==> src/rtl/arashi_wrr_arbiter.sv <==
// Weighted round-robin arbiter: grants one thread at a time for up to weight[i] beats.
// Optional macro ARASHI_ARB_LOCK_EN adds a 'lock' input that pins the current grant.
module arashi_wrr_arbiter #(
  parameter  int THREAD_NUM_WIDTH = 2,
  parameter  int WEIGHT_WIDTH     = 4,
  localparam int THREAD_NUM       = 1 << THREAD_NUM_WIDTH
) (
  input  logic                               clk,
  input  logic                               rstn,
  input  logic [THREAD_NUM-1:0]              avail,
  input  logic [THREAD_NUM*WEIGHT_WIDTH-1:0] weight,
`ifdef ARASHI_ARB_LOCK_EN
  input  logic                               lock,
`endif
  output logic                               gnt_valid,
  input  logic                               gnt_ready,
  output logic [THREAD_NUM_WIDTH-1:0]        gnt_id,
  output logic                               gnt_last
);

  // state | meaning
  // IDLE  | no grant offered, searching avail every cycle
  // GRANT | gnt_id offered, credit beats left in its quota
  typedef enum logic {IDLE, GRANT} state_t;

  localparam logic [WEIGHT_WIDTH-1:0] CREDIT_ONE = WEIGHT_WIDTH'(1);

  state_t                      state;
  logic [WEIGHT_WIDTH-1:0]     credit;
  logic [THREAD_NUM_WIDTH-1:0] ptr;

  logic [THREAD_NUM_WIDTH-1:0] search_base;
  logic [THREAD_NUM_WIDTH-1:0] search_idx;
  logic [THREAD_NUM_WIDTH-1:0] win_id;
  logic                        win_found;
  logic [WEIGHT_WIDTH-1:0]     win_weight;
  logic [WEIGHT_WIDTH-1:0]     win_credit;
  logic                        lock_hold;
  logic                        accept;

`ifdef ARASHI_ARB_LOCK_EN
  assign lock_hold = lock;
`else
  assign lock_hold = 1'b0;
`endif

  // In IDLE the search starts after ptr; at quota end it starts after the current grant.
  assign search_base = gnt_valid ? gnt_id : ptr;
  assign accept      = gnt_valid & gnt_ready;

  // Walk offsets from farthest to nearest so the nearest set bit is the one kept;
  // offset THREAD_NUM wraps to the base itself, letting a lone requester be re-granted.
  always_comb begin
    win_found  = 1'b0;
    win_id     = '0;
    search_idx = '0;
    for (int i = THREAD_NUM; i >= 1; i--) begin
      search_idx = search_base + THREAD_NUM_WIDTH'(i);
      if (avail[search_idx]) begin
        win_found = 1'b1;
        win_id    = search_idx;
      end
    end
  end

  assign win_weight = weight[win_id*WEIGHT_WIDTH +: WEIGHT_WIDTH];
  assign win_credit = (win_weight == '0) ? CREDIT_ONE : win_weight;

  always_ff @(posedge clk) begin
    if (!rstn) begin
      state     <= IDLE;
      gnt_valid <= 1'b0;
      gnt_id    <= '0;
      gnt_last  <= 1'b0;
      credit    <= '0;
      ptr       <= '1;
    end else begin
      case (state)
        IDLE: begin
          if (win_found) begin
            state     <= GRANT;
            gnt_valid <= 1'b1;
            gnt_id    <= win_id;
            credit    <= win_credit;
            gnt_last  <= (win_credit == CREDIT_ONE);
          end
        end
        GRANT: begin
          if (accept && !lock_hold) begin
            if ((credit > CREDIT_ONE) && avail[gnt_id]) begin
              credit   <= credit - CREDIT_ONE;
              gnt_last <= ((credit - CREDIT_ONE) == CREDIT_ONE);
            end else begin
              ptr <= gnt_id;
              if (win_found) begin
                gnt_id   <= win_id;
                credit   <= win_credit;
                gnt_last <= (win_credit == CREDIT_ONE);
              end else begin
                state     <= IDLE;
                gnt_valid <= 1'b0;
                gnt_last  <= 1'b0;
                credit    <= '0;
              end
            end
          end
        end
        default: begin
          state     <= IDLE;
          gnt_valid <= 1'b0;
          gnt_last  <= 1'b0;
        end
      endcase
    end
  end

endmodule

==> config.mk <==
export PLATFORM = sky130hd
export DESIGN_NAME = arashi_wrr_arbiter
export DESIGN_NICKNAME = d
export VERILOG_FILES = /design/src/rtl/arashi_wrr_arbiter.sv
export SDC_FILE = /design/constraint.sdc
export NUM_CORES = 1
export LEC_CHECK = 0
export ABC_AREA = 1
export ABC_CLOCK_PERIOD_IN_PS = 1800
export CORE_ASPECT_RATIO = 0.9
export CORE_UTILIZATION = 45
export DETAILED_ROUTE_END_ITERATION = 12
export GPL_ROUTABILITY_DRIVEN = 0
export PLACE_DENSITY = 0.75
export SYNTH_ARGS = -nofsm -noshare
export SYNTH_HDL_FRONTEND = slang
export SYNTH_SLANG_ARGS = --single-unit
==> constraint.sdc <==
create_clock -name clk -period 1.8 [get_ports clk]
set_clock_uncertainty 0.05 [all_clocks]
set_input_delay 0.27 -clock clk [delete_from_list [all_inputs] [get_ports clk]]
set_output_delay 0.27 -clock clk [all_outputs]
set_load 0.03 [all_outputs]
# Yosys cells after proc, flatten, opt, wreduce, memory -nomap -nowiden
# Cells that the tools add are included.
# op_classes
n_addsub	4
order_cmp	6
eq_ne	6
shift	1
muxes	43
bitwise	3
n_reduce_logical	6
# op_table
operator	count
two-way mux 1 bit	20
two-way mux 4 bit	5
two-way mux 2 bit	8
indexed part select 16 x 5 -> 4 bit	1
less-than comparator 2 x 3 -> 1 bit (second input constant)	5
binary-select mux 1 bit (select 2 bit)	5
== test 4 x 1 -> 1 bit (second input constant)	2
case mux 4 bit (2 select lines)	1
inequality test 2 bit (second input constant)	3
case mux 1 bit (2 select lines)	3
adder 2 bit (second input constant)	2
> comparator 4 x 1 -> 1 bit (second input constant)	1
logical NOT 4 bit	1
case mux 2 bit (2 select lines)	1
AND reduction 2 bit	2
AND reduction 4 bit	1
subtractor 4 x 1 -> 4 bit (second input constant)	1
AND reduction 3 bit	1
adder 2 x 1 -> 2 bit (second input constant)	1
inequality test 2 x 1 -> 1 bit (second input constant)	1
NOT 1 bit	2
AND 1 bit	1
logical AND 1 bit	1
# totals
regBits	11
in_bits	23
output_inout_bits	4
elab_cells	75

# Depth between registers and ports, before layout
# depth
ltp_word	15
mapped_depth	19
mapped_depth_nobuf	18

# Worst setup path before layout
# Ideal clock, no wire load.
# synth_path
kind	register to register
start	register gnt_valid
end	register credit[0]
setup_time_ns	0.117
arrival_ns	1.892
t_required_ns	1.633
setup_slack_ns	-0.259
path_stages_with_launch	19
path_buffers	1
synth_period_minus_slack_ns	2.059
path_cell_list	dfxtp_1 -> inv_2 -> nand2_4 -> nand2_4 -> nand2_1 -> nand2_2 -> nand2_2 -> nand2_1 -> nand2_2 -> nand2_2 -> nand2_2 -> nand2_2 -> buf_6 -> nand2_1 -> nand3_1 -> nand3_1 -> nand2_1 -> nor2_1 -> nor2_1
# synth_via
elab_chain_cells	14
word_cells_on_any_way	32
classes_between	add/sub: 3; eq/ne: 2; shift: 1; mux: 23; bitwise: 1; reduce/logical: 2
# synth_rtl
element	line_no	source
start: declaration	15	output logic gnt_valid,
start signal: assignment	72	gnt_valid <= 1'b0;
start signal: assignment	82	gnt_valid <= 1'b1;
start signal: assignment	101	gnt_valid <= 1'b0;
two-way mux 2 bit	48	assign search_base = gnt_valid ? gnt_id : ptr;
adder 2 bit or binary-select mux 1 bit (select 2 bit) (tied branches)	58, 59	
binary-select mux 1 bit (select 2 bit) or two-way mux 1 bit (tied branches)	59	if (avail[search_idx]) begin
two-way mux 1 bit (not written as such) or two-way mux 2 bit (tied branches)	59	
two-way mux 2 bit (3 in series)	59	
indexed part select 16 x 5 -> 4 bit	66	assign win_weight = weight[win_id*WEIGHT_WIDTH +: WEIGHT_WIDTH];
logical NOT 4 bit	67	assign win_credit = (win_weight == '0) ? CREDIT_ONE : win_weight;
two-way mux 4 bit	67	
two-way mux 4 bit	95	if (win_found) begin
two-way mux 4 bit	90	if ((credit > CREDIT_ONE) && avail[gnt_id]) begin
two-way mux 4 bit	89	if (accept && !lock_hold) begin
case mux 4 bit (2 select lines)	78	case (state)
end signal: assignment	84	credit <= win_credit;
end signal: assignment	91	credit <= credit - CREDIT_ONE;
end signal: assignment	97	credit <= win_credit;
end: declaration	29	logic [WEIGHT_WIDTH-1:0] credit;
# Several ways; a longest one is shown, not always the timed one. The select of a mux whose other input is x is not followed.
# A chain may end at the register's enable or synchronous reset.

# Worst setup path in the final report
# layout_path
start	register gnt_valid
end	register gnt_last
# layout_via
elab_chain_cells	15
word_cells_on_any_way	33
classes_between	add/sub: 3; eq/ne: 3; shift: 1; mux: 23; bitwise: 1; reduce/logical: 2
# layout_rtl
element	line_no	source
two-way mux 2 bit	48	
adder 2 bit or binary-select mux 1 bit (select 2 bit) (tied branches)	58, 59	
binary-select mux 1 bit (select 2 bit) or two-way mux 1 bit (tied branches)	59	
two-way mux 1 bit (not written as such) or two-way mux 2 bit (tied branches)	59	
two-way mux 2 bit (3 in series)	59	
indexed part select 16 x 5 -> 4 bit	66	
logical NOT 4 bit	67	
two-way mux 4 bit	67	
== test 4 x 1 -> 1 bit	85, 98	
two-way mux 1 bit	95	
two-way mux 1 bit	90	
two-way mux 1 bit	89	
case mux 1 bit (2 select lines)	78	
end signal: assignment	85	gnt_last <= (win_credit == CREDIT_ONE);
end signal: assignment	92	gnt_last <= ((credit - CREDIT_ONE) == CREDIT_ONE);
end signal: assignment	98	gnt_last <= (win_credit == CREDIT_ONE);
end: declaration	18	output logic gnt_last
# Several ways; a longest one is shown, not always the timed one. The select of a mux whose other input is x is not followed.

==> summary.txt <==
Status
  – Status: complete, but fails checks
  – Failing checks: setup timing

Yosys
  – Top cells by count, synth: nand2_1 (65), inv_1 (32), nand3_1 (31)
  – Yosys warnings: 0
  – Most common cell in the synthesized netlist: nand2_1
  – Yosys cell types: 24
  – Sequential-to-total area share from yosys stat: 18.74%
  – Leading area contributor after synthesis: nand2_1
  – Synthesized Nets: 235
  – Yosys top cell area share: around a fifth
  – Synth top area cells: nand2_1 (21%), dfxtp_1 (19%), nand3_1 (13%), inv_1 (10%), nand2_2 (5.9%)
  – Number of synthesized flops with an enable pin: 0
  – Ys flop type: dfxtp_1
  – Mapped Cells: around 210
  – Register bit count reported by yosys: 11
  – FFs w/ async S/R, synth: 0%
  – Syn Std Cell Area: roughly 0.0012 mm^2
  – Synth Area per Inst: 5.621 um^2

Power and ir drop
  – Maximum vdd drop: 0.7026 mV
  – Leak: 0.001092 uW
  – Switch share: a little under 50%
  – Logic pwr share: approximately three quarters
  – Clock share of power: 9.3%
  – Pwr/cell area: 950.6 mW/mm^2
  – Switching power: 982.0 uW
  – Sequential Power Share: 16.8%
  – Internal power: 1034 uW

STA
  – Final worst setup slack: -228.4 ps
  – Final min period: 2028 ps
  – Crit share post-route: 112.7%
  – Final Hold Fails: 0
  – Highest Clock Rate: roughly 500 MHz
  – Max-slew violations: 0
  – Worst Tran Pin Value: between 300 and 400 ps
  – Worst slew margin: around 75%
  – Hold WS: 517.9 ps
  – # setup viols final: 8
  – RSZ-0062 raised after global routing: yes

Clocking
  – Total CTS buffers: 3
  – Clk root buf: clkbuf_4
  – Clock-pin slew on the worst setup and hold paths: 80 ps
  – Clock sinks: 11
  – Worst skew pair latency: 280 ps
  – H-tree depth: 1
  – Max clock buf depth: 2
  – CTS tree: built
  – CTS Hold Bufs: 0

Routing
  – Routed WL per cell: about 14 um
  – Via-to-Cell Ratio: 5.385
  – Drt total wl: 4.143 mm
  – DRC: 0
  – Via count: 1621
  – DR pass1 iterations: 4
  – Drt initial violations: 62
  – Post-DRT Antenna Nets: 0

Floorplanning
  – Io pins: 27
  – Die Height: 50.48 um
  – Initial Utilization: a little under half
  – Die Wd: 55.86 um
  – Core footprint: approximately 0.0025 mm^2
  – Row count: 17
  – Die area: 0.002820 mm^2

Cells and area
  – Nets: 300
  – Layout cells sized above 1: 40.29%
  – Area added between synthesis and finish: 80.51%
  – Number of diodes: 0
  – Fillcell total: 144

GRT
  – Largest net degree at the start of global routing: 13
  – Total grt overflow: 0
  – GR Util All Layers: 25.72%
  – Number of global-route vias before repair: 1397
  – Antenna violations before repair: 0
  – First-pass GRT wire length: roughly 5.7 mm

Place
  – I/O Buffers: 26
  – DP Worst Slack: -413.5 ps
  – Post-detail-place hpwl: about 2.4 mm

Critical path
  – Worst Path Max Fanout: 7
  – WP data required: 1970 ps
  – Worst path max stage delay: about 430 ps
  – Worst Path Arrival: 2200 ps
  – CP endpoint kind: register
  – Startpoint Class: register
  – Most frequent CP cell: nand2_1
  – CP max-delay cell: dfxtp_4
  – Crit-path cells: inv_8 > nand2_8 > nand2_8 > nand2_4 > nand2_4 > buf_4 > nand2_1 > nand3_1 > nand2_1 > nand2_1 > nand2_2 > inv_2 > nand3_1 > nand2_2 > nor2_1 > nand2_1 > a21oi_2
  – CP Class: register to register
  – Register-to-register setup slack: -230 ps

Run
  – Max_cap viols: 0

Worst hold path
  – Min-delay worst type: register to register
## cell type report
cell class                 instances  area, um^2  area share (%)
tap                               28       35.03           1.652
timing repair buffer              64       575.6           27.14
clock buffer                       4       26.28           1.239
multi-input combinational        161        1120           52.80
inverter                          33       133.9           6.313
sequential                        11       230.2           10.86
## logic make-up after synthesis
kind of cell / Yosys count / share of synthesized area [%]
and+or+nand+nor: 124 / 48.03
buffers and inverters: 37 / 13.42
AOI/OAI and AO/OA: 32 / 15.12
DFF: 11 / 18.74
adders and majority gates: 3 / 3.195
xor gates and xnor gates: 2 / 1.491
## sequential cells by signal (all words and copies together), names as in the netlist
name	count
credit	4
gnt_valid	1
ptr	2
gnt_id	2
gnt_last	1
state	1
## stage by stage
step / util (%) / power [uW] / cell area [um^2] / setup TNS, ps / cells
floorplan: - / 1011 / 1186 / 0 / 209
global placement: 67.70 / 1372 / 1670 / -2606 / 287
detailed placement: 67.70 / 1382 / 1670 / -2756 / 287
CTS: 75.86 / 1734 / 1872 / -428.5 / 300
global route: 85.95 / 2159 / 2121 / -2090 / 301
finish: 85.95 / 2016 / 2121 / -1216 / 301
## critical path: cells and delay by family, from the launching register on
family                 cells  cell delay (ps)
AND/OR/NAND/NOR           13             1070
flip-flops                 1              430
buffers and inverters      3              270
AO/OA/AOI/OAI              1              130
## power groups by stage
stage | Combinational, uW | Sequential [uW] | Clock [uW]
2_1_floorplan | 649 | 362 | 0
3_3_place_gp | 1040 | 332 | 0
3_5_place_dp | 1050 | 334 | 0
4_1_cts | 1220 | 330 | 187
5_1_grt | 1610 | 346 | 205
6_report | 1490 | 338 | 188
## repair_timing
| action | in CTS | in global routing |
|---|---|---|
| pin swaps | 7 | 31 |
| resized for setup | 37 | 58 |
| setup buffers | 8 | 1 |
| gates cloned | 1 | 0 |
| endpoints found under the setup margin | 7 | 10 |
## placed cells by master (no fill, tap or decap), types with 2 or more instances in the layout
cell type        synthesis  routed
xor2_1                   2       2
nand3_1                 31      22
dfxtp_4                  0       2
nand2_2                 11      16
ha_1                     3       3
a21oi_1                 12       8
o21ai_1                  0       4
buf_4                    1      33
inv_2                    1       3
nand2_1                 65      37
o211ai_1                 2       2
buf_6                    2       4
nand3_2                  2       8
nand3_4                  0       3
nor3_1                   2       2
clkdlybuf4s50_1          0      25
nor2_1                  10       9
clkbuf_4                 0       3
nand2_4                  2      21
o21ai_0                 12       7
a21oi_2                  0       4
inv_1                   32      28
nand2_8                  0       4
dfxtp_1                 11       7
dfxtp_2                  0       2
## path summary, 6_finish.rpt
| path | startpoint | end | cells after the start |
|---|---|---|---|
| worst max-delay path | gnt_valid | gnt_last | 17 |
| worst min-delay path | gnt_last | gnt_last | 2 |
| worst max register to register | gnt_valid | gnt_last | 17 |
| worst min register to register | gnt_last | gnt_last | 2 |
## routing by layer
metal | vias to the layer above | part of all wire, % | global-route usage, %
li1 | 803 | - | -
met1 | 738 | 41 | 30.55
met2 | 59 | 50 | 47.99
met3 | 21 | 3.9 | 4.124
met4 | 0 | 4.4 | 7.317
met5 | - | 0 | 0
Note: power is estimated with default switching activity, not from simulation.
